`config.mk`:
```
export PLATFORM = sky130hd
export DESIGN_NAME = lfo_sin_driver_flat
export DESIGN_NICKNAME = d
export VERILOG_FILES = /design/src/rtl/lfo_pkg.sv /design/src/rtl/lfo_sin_driver_if.sv /design/src/rtl/fix2float_u24.sv /design/src/rtl/lfo_sin_driver.sv /design/src/flat_wrapper.sv
export SDC_FILE = /design/constraint.sdc
export NUM_CORES = 1
export LEC_CHECK = 0
export ABC_AREA = 1
export CAP_MARGIN = 20
export CORE_MARGIN = 2
export CORE_UTILIZATION = 35
export CTS_BUF_LIST = sky130_fd_sc_hd__clkbuf_8
export DETAILED_ROUTE_END_ITERATION = 10
export HOLD_SLACK_MARGIN = 0.15
export PLACE_DENSITY = 0.71
export SYNTH_ARGS = -nofsm -noshare
export SYNTH_HDL_FRONTEND = slang
export SYNTH_SLANG_ARGS = --single-unit
```
`constraint.sdc`:
```
create_clock -name clock -period 3.39 [get_ports clock]
set_clock_uncertainty 0.2 [all_clocks]
set_input_delay 0.5085 -clock clock [delete_from_list [all_inputs] [get_ports clock]]
set_output_delay 0.5085 -clock clock [all_outputs]
set_load 0.005 [all_outputs]
```
`src/rtl/lfo_pkg.sv`:
```
// Shared definitions for the LFO sine driver: FSM state encoding,
// the IEEE-754 single-precision exponent bias and default phase constants.
package lfo_pkg;

  typedef enum logic [2:0] {
    IDLE    = 3'd0,
    CONVERT = 3'd1,
    ISSUE   = 3'd2,
    WAIT    = 3'd3,
    OUTPUT  = 3'd4
  } lfoState_t;

  localparam int FLOAT_BIAS   = 127;
  localparam int PHASE_W_DEF  = 24;
  localparam int FRAC_W_DEF   = 21;
  localparam int TWO_PI_Q_DEF = 13176795;

endpackage

```
`src/rtl/lfo_sin_driver_if.sv`:
```
// Start/done handshake between the LFO driver (master) and the pipelined
// sin unit (slave). The driver issues a one-cycle start with a float phase,
// the sin unit answers with a one-cycle done and the float result.
interface lfo_sin_driver_if;

  logic        sin_start;
  logic [31:0] sin_data;
  logic [31:0] sin_result;
  logic        sin_done;

  modport master (
    output sin_start,
    output sin_data,
    input  sin_result,
    input  sin_done
  );

  modport slave (
    input  sin_start,
    input  sin_data,
    output sin_result,
    output sin_done
  );

endinterface

```
`src/rtl/fix2float_u24.sv`:
```
// Combinational unsigned 24-bit fixed-point to IEEE-754 single converter.
// A 24-bit value always fits the 24-bit significand, so the result is exact
// and no rounding is needed. Zero maps to +0.0.
module fix2float_u24
  import lfo_pkg::*;
#(
  parameter int FRAC_W = FRAC_W_DEF
)(
  input  logic [23:0] i_fix,
  output logic [31:0] o_float
);

  logic [4:0]  w_msb;
  logic [7:0]  w_exp;
  logic [22:0] w_man;

  // Priority encoder: later (higher) set bits overwrite earlier ones, so the MSB wins
  always_comb begin
    w_msb = 5'd0;
    for (int i = 0; i < 24; i++) begin
      if (i_fix[i]) begin
        w_msb = 5'(i);
      end
    end
  end

  // Normalise so the leading one drops off as the hidden bit, then pack the fields
  always_comb begin
    w_man   = 23'(i_fix << (5'd23 - w_msb));
    w_exp   = 8'(FLOAT_BIAS + int'(w_msb) - FRAC_W);
    o_float = (i_fix == 24'd0) ? 32'd0 : {1'b0, w_exp, w_man};
  end

endmodule

```
`src/rtl/lfo_sin_driver.sv`:
```
// LFO sine driver: a Q3.21 radian phase accumulator wrapped at 2*pi, advanced
// on every audio sample tick. Each accepted tick converts the phase to float,
// issues one request to the sin unit, waits for done and presents the result
// with a one-cycle valid strobe. Ticks arriving while busy are dropped and
// flagged in the sticky overrun bit.
// Optional build macro LFO_TIMEOUT_EN adds a WAIT watchdog with a sticky
// timeout_err output; without it WAIT waits indefinitely.
module lfo_sin_driver
  import lfo_pkg::*;
#(
  parameter int PHASE_W  = PHASE_W_DEF,
  parameter int FRAC_W   = FRAC_W_DEF,
  parameter int TWO_PI_Q = TWO_PI_Q_DEF
`ifdef LFO_TIMEOUT_EN
  ,
  parameter int TIMEOUT_CYCLES = 64
`endif
)(
  input  logic               clock,
  input  logic               reset,
  input  logic               sample_tick,
  input  logic [PHASE_W-1:0] phase_inc,
  lfo_sin_driver_if.master   sinBus,
  output logic [31:0]        lfo_out,
  output logic               lfo_valid,
  output logic               busy,
  output logic               overrun
`ifdef LFO_TIMEOUT_EN
  ,
  output logic               timeout_err
`endif
);

  localparam int SUM_W = PHASE_W + 1;
  localparam logic [PHASE_W-1:0] INC_MAX  = PHASE_W'(TWO_PI_Q - 1);
  localparam logic [SUM_W-1:0]   TWO_PI_X = SUM_W'(TWO_PI_Q);

  lfoState_t r_state;
  lfoState_t w_nextState;

  logic [PHASE_W-1:0] r_phase;
  logic [31:0]        r_sinData;
  logic [31:0]        r_lfoOut;
  logic               r_overrun;

  logic [PHASE_W-1:0] w_incC;
  logic [SUM_W-1:0]   w_sum;
  logic [PHASE_W-1:0] w_nextPhase;
  logic [31:0]        w_phaseFloat;
  logic               w_timeoutHit;
  logic               w_sinStart;
  logic               w_lfoValid;
  logic               w_busy;

  fix2float_u24 #(
    .FRAC_W (FRAC_W)
  ) u_fix2float (
    .i_fix   (r_phase),
    .o_float (w_phaseFloat)
  );

`ifdef LFO_TIMEOUT_EN
  localparam int CNT_W = $clog2(TIMEOUT_CYCLES + 1);

  logic [CNT_W-1:0] r_waitCnt;
  logic             r_timeoutErr;

  assign w_timeoutHit = (r_state == WAIT) && !sinBus.sin_done &&
                        (r_waitCnt == CNT_W'(TIMEOUT_CYCLES - 1));

  // Watchdog: count cycles spent in WAIT and latch a sticky error when it expires
  always_ff @(posedge clock or posedge reset) begin
    if (reset) begin
      r_waitCnt    <= '0;
      r_timeoutErr <= 1'b0;
    end else begin
      if (r_state == WAIT) begin
        r_waitCnt <= r_waitCnt + 1'b1;
      end else begin
        r_waitCnt <= '0;
      end
      if (w_timeoutHit) begin
        r_timeoutErr <= 1'b1;
      end
    end
  end

  assign timeout_err = r_timeoutErr;
`else
  assign w_timeoutHit = 1'b0;
`endif

  // Clamp the increment below 2*pi so a single subtraction always re-wraps the phase
  always_comb begin
    w_incC      = (phase_inc > INC_MAX) ? INC_MAX : phase_inc;
    w_sum       = {1'b0, r_phase} + {1'b0, w_incC};
    w_nextPhase = (w_sum >= TWO_PI_X) ? PHASE_W'(w_sum - TWO_PI_X) : w_sum[PHASE_W-1:0];
  end

  // FSM state register
  always_ff @(posedge clock or posedge reset) begin
    if (reset) begin
      r_state <= IDLE;
    end else begin
      r_state <= w_nextState;
    end
  end

  // FSM next-state: one request per accepted tick, done only honoured in WAIT
  always_comb begin
    w_nextState = r_state;
    case (r_state)
      IDLE:    if (sample_tick) w_nextState = CONVERT;
      CONVERT: w_nextState = ISSUE;
      ISSUE:   w_nextState = WAIT;
      WAIT: begin
        if (sinBus.sin_done) begin
          w_nextState = OUTPUT;
        end else if (w_timeoutHit) begin
          w_nextState = IDLE;
        end
      end
      OUTPUT:  w_nextState = IDLE;
      default: w_nextState = IDLE;
    endcase
  end

  // FSM outputs are pure functions of the current state
  always_comb begin
    w_sinStart = (r_state == ISSUE);
    w_lfoValid = (r_state == OUTPUT);
    w_busy     = (r_state != IDLE);
  end

  // Datapath: phase advances on every tick regardless of state; payload registers follow the FSM
  always_ff @(posedge clock or posedge reset) begin
    if (reset) begin
      r_phase   <= '0;
      r_sinData <= 32'd0;
      r_lfoOut  <= 32'd0;
      r_overrun <= 1'b0;
    end else begin
      if (sample_tick) begin
        r_phase <= w_nextPhase;
      end
      if (r_state == CONVERT) begin
        r_sinData <= w_phaseFloat;
      end
      if ((r_state == WAIT) && sinBus.sin_done) begin
        r_lfoOut <= sinBus.sin_result;
      end
      if (sample_tick && (r_state != IDLE)) begin
        r_overrun <= 1'b1;
      end
    end
  end

  assign sinBus.sin_start = w_sinStart;
  assign sinBus.sin_data  = r_sinData;
  assign lfo_out          = r_lfoOut;
  assign lfo_valid        = w_lfoValid;
  assign busy             = w_busy;
  assign overrun          = r_overrun;

endmodule

```
`src/flat_wrapper.sv`:
```
// flat-port wrapper written by rule: the top's interface ports become plain ports
module lfo_sin_driver_flat import lfo_pkg::*;
#(
  parameter int PHASE_W  = PHASE_W_DEF,
  parameter int FRAC_W   = FRAC_W_DEF,
  parameter int TWO_PI_Q = TWO_PI_Q_DEF

)
  (clock, reset, sample_tick, phase_inc, lfo_out, lfo_valid, busy, overrun, sinBus_sin_start, sinBus_sin_data, sinBus_sin_result, sinBus_sin_done);
  lfo_sin_driver_if sinBus_i ();
  input  logic clock;
  input  logic reset;
  input  logic sample_tick;
  input  logic [PHASE_W-1:0] phase_inc;
  output logic [31:0] lfo_out;
  output logic lfo_valid;
  output logic busy;
  output logic overrun;
  output wire logic [$bits(sinBus_i.sin_start)-1:0] sinBus_sin_start;
  output wire logic [$bits(sinBus_i.sin_data)-1:0] sinBus_sin_data;
  input wire logic [$bits(sinBus_i.sin_result)-1:0] sinBus_sin_result;
  input wire logic [$bits(sinBus_i.sin_done)-1:0] sinBus_sin_done;
  assign sinBus_sin_start = sinBus_i.sin_start;
  assign sinBus_sin_data = sinBus_i.sin_data;
  assign sinBus_i.sin_result = sinBus_sin_result;
  assign sinBus_i.sin_done = sinBus_sin_done;
  lfo_sin_driver #(.PHASE_W(PHASE_W), .FRAC_W(FRAC_W), .TWO_PI_Q(TWO_PI_Q)) u_core (.clock(clock), .reset(reset), .sample_tick(sample_tick), .phase_inc(phase_inc), .sinBus(sinBus_i), .lfo_out(lfo_out), .lfo_valid(lfo_valid), .busy(busy), .overrun(overrun));
endmodule
```
==> impl_metrics.ini <==
[route]
drc = 0
drtIter0Drc = 428
dr_total_vias = 8774
drt-total-wl_mm = 25.0
routedWlPerCell_microns = 14.0
dr.pass1.iters = 5
ant_nets = 0
viasPerCell = 4.89

[global_route]
antenna_found_initial = 0
grt-ovfl-total = 0
grt_pass1_wl_mm = 40.1
grt_pass1_vias = 8425
grt_max_degree = 92
grt_util_all_layers_pct = 22.4

[final_layout]
n_antenna_cell = 0
layout-area-overhead-vs-synth_pct = 57.5
fin_util_pct = 56.6
drive_gt1_share_pct = 29.1
finalNetCount = 1609
nFillCells = 1948

[clock_network]
ctsLongestPathBuffers = 2
cts_root_buf = clkbuf_8
clk_pin_slew_worst_paths_ns = 0.10
cts_tree = done
clk_latency_ns = 0.37
cts.sinks = 91
cts_hold_buf = 0
cts_buffers = 9
htree_levels = 3

[synth]
syn_area_per_cell_sq_um = 6.38
seq_area_frac_synth_pct = 31.1
syn_inst = 1146
syn-num-nets = 1236
synth_warnings = 0
synth_flop_cell = dfrtp_1
synthDistinctLibCells = 47
synth_edf_count = 0
synth_top_area_cell = dfrtp_1
synth_seq_cells = 91
synth_top_area_share_pct = 31.1
syn_area_sq_um = 7320
synthArstFlopShare_pct = 100
ys_top_cells_by_area = dfrtp_1 31%, nand2_1 22%, nand3_1 11%, inv_1 5.4%, ha_1 5.0%

[timing]
min_period_ns = 4.61
relSlewSlack_pct = 34.0
setup-violations-final = 24
hold_viol = 0
rsz0062_at_grt = yes
worst_pin_slew_ns = 0.989
slew_viol_final = 0
min_period_over_period_pct = 136
holdWs_ns = 0.274
fmax_ghz = 0.217
setup_slack_ns = -1.22

[setup_path]
cpLargestDelayFamily = simple AND/OR/NAND/NOR gates
worst_path_most_repeated_cell = nand2_2
slowest_delay_ns = 0.35
crit_path_start_kind = input pin
worstSetupPathType = input pin to register
slowest_stage = fa_2
critPathMaxFanout = 6
cp.required_ns = 3.50
cp-end-kind = register
arrival_ns = 4.73
critPathBufInv = 7

[floorplan]
ios = 128
core_area_sq_um = 20400
fp.dieW_microns = 149
rows = 52
die_h_microns = 149
fp.dieArea_sq_um = 22100
initial_core_util_pct = 35.9

[status]
violations = negative setup slack
status = finished with violations

[pwr]
ir_worst_vdd_uv = 537
internal_power_w = 0.00767
leakage_nw = 6.03
powerDensity_nw_per_um2 = 1280
switching_share_pct = 48.0
clockPowerShare_pct = 4.6
comb_power_share_pct = 81.9
switchingPower_w = 0.00707
seqPwrFrac_pct = 13.5

[job]
cap_violations = 0

[placement]
place_hpwl_mm = 18.7
io_buffer_count = 126
place.gp.congestion = 0.931
pre_cts_slack_ns = -1.80

[hold_path]
hp-class = register to register
Yosys cell counts, types with 2 or more instances:
cell type  number
o31ai_1         2
inv_1         106
o21ai_2         3
clkinv_1        3
nor3_2          3
nand4_1        17
o21ai_0        29
nor2_1         72
nand3b_1        2
o21bai_1        3
a21o_1          3
nand2_1       437
dfrtp_1        91
nand2_2         5
a31oi_2         2
buf_2           3
nand3_1       162
inv_2          11
ha_1           29
buf_1           6
clkbuf_1       24
a21oi_1        36
xnor2_1         5
xnor2_2         3
a21oi_2         6
buf_6           3
o21a_1          2
or2_2           8
nor4_1          5
nor2_4          2
a22o_1          4
o21ai_1        15
nor3_1         12
xor2_1         16
a211oi_1        3
buf_4           2
per-layer routing:
| layer | global-route usage, % | up-vias | routed length, microns |
|---|---|---|---|
| li1 | - | 4449 | - |
| met1 | 28.4 | 4020 | 10900 |
| met2 | 39.5 | 247 | 12200 |
| met3 | 2.64 | 58 | 1070 |
| met4 | 7.67 | 0 | 853 |
| met5 | 0 | - | 0 |
cell type report:
cell class / instances / area (sq um) / share of cell area, %
Clock inverter: 7 / 51.3 / 0.445
Timing Repair inverter: 1 / 7.51 / 0.0651
Sequential cell: 91 / 2280 / 19.8
Multi-Input combinational cell: 897 / 4890 / 42.4
Timing Repair Buffer: 399 / 3380 / 29.4
Tap cell: 270 / 338 / 2.93
Clock buffer: 9 / 124 / 1.07
Inverter: 120 / 457 / 3.96
through the flow:
| step | std cells | TNS [ns] | power (W) | instance area [sq um] |
|---|---|---|---|---|
| floorplan | 1146 | -24.19 | 0.00779 | 7390 |
| global placement | 1712 | -40.77 | 0.0122 | 10400 |
| detailed placement | 1712 | -42.93 | 0.0124 | 10400 |
| CTS | 1782 | -22.68 | 0.0141 | 11300 |
| global route | 1794 | -33.76 | 0.0161 | 11500 |
| finish | 1794 | -27.27 | 0.0147 | 11500 |
cell usage in the layout, fill, tap and decap left out, types with 4 or more instances in the layout:
cell type / n
nand2_1: 413
buf_4: 261
nand3_1: 151
clkdlybuf4s50_1: 102
inv_1: 93
dfrtp_1: 91
nor2_1: 60
a21oi_1: 29
o21ai_0: 27
ha_1: 26
inv_2: 24
nand2_2: 23
nand4_1: 17
xor2_1: 13
o21ai_1: 12
a21oi_2: 11
nor3_1: 9
nor2_2: 9
nand3_2: 9
clkbuf_8: 9
or2_2: 8
buf_2: 8
o21ai_2: 7
nor3_2: 6
nor2_4: 6
nand2_4: 6
buf_6: 5
dlygate4sd2_1: 5
xnor2_1: 4
a22o_1: 4
clkdlybuf4s15_1: 4
what timing repair did:
action,4_1_cts,5_1_grt
pin swaps,11,26
setup endpoints to repair,24,39
gates cloned,4,1
buffers inserted,52,13
resized for setup,128,56
power by group through the flow:
stage	Combinational (W)	Sequential [W]	Clock [W]
after floorplan	0.00580	0.00199	0
after global placement	0.0103	0.00197	0
after detailed placement	0.0104	0.00199	0
after CTS	0.0114	0.00198	0.000693
after global routing	0.0133	0.00204	0.000750
final	0.0121	0.00199	0.000675
worst paths after layout:
| kind | startpoint | end | slack [ns] | cells past startpoint |
|---|---|---|---|---|
| max reg2reg | u_core.r_phase[0]$_DFFE_PP0P_ | u_core.r_phase[5]$_DFFE_PP0P_ | -0.47 | 25 |
| min in group asynchronous | reset | u_core.lfo_out[23]$_DFFE_PP0P_ | 0.35 | 3 |
| max in group asynchronous | reset | u_core.r_phase[8]$_DFFE_PP0P_ | 2.25 | 3 |
| min | u_core.overrun$_DFFE_PP0P_ | u_core.overrun$_DFFE_PP0P_ | 0.27 | 1 |
| max | phase_inc[20] | u_core.r_phase[5]$_DFFE_PP0P_ | -1.22 | 34 |
| min reg2reg | u_core.overrun$_DFFE_PP0P_ | u_core.overrun$_DFFE_PP0P_ | 0.27 | 1 |
sequential cells by signal (all words and copies together), names as in the netlist:
name,flops
u_core.lfo_out,32
u_core.overrun,1
u_core.r_phase,24
u_core.r_state,3
u_core.sinBus.sin_data,31
kinds of logic after synthesis:
group	Yosys count	synth area share, %
DFF	91	31.1
other	1	0.0513
AOI/OAI and AO/OA	113	9.23
xor gates and xnor gates	25	3.56
adders and majority gates	30	5.23
buffers and inverters	158	8.57
and+or+nand+nor	728	42.2
Power figures use the tool's default switching activity.
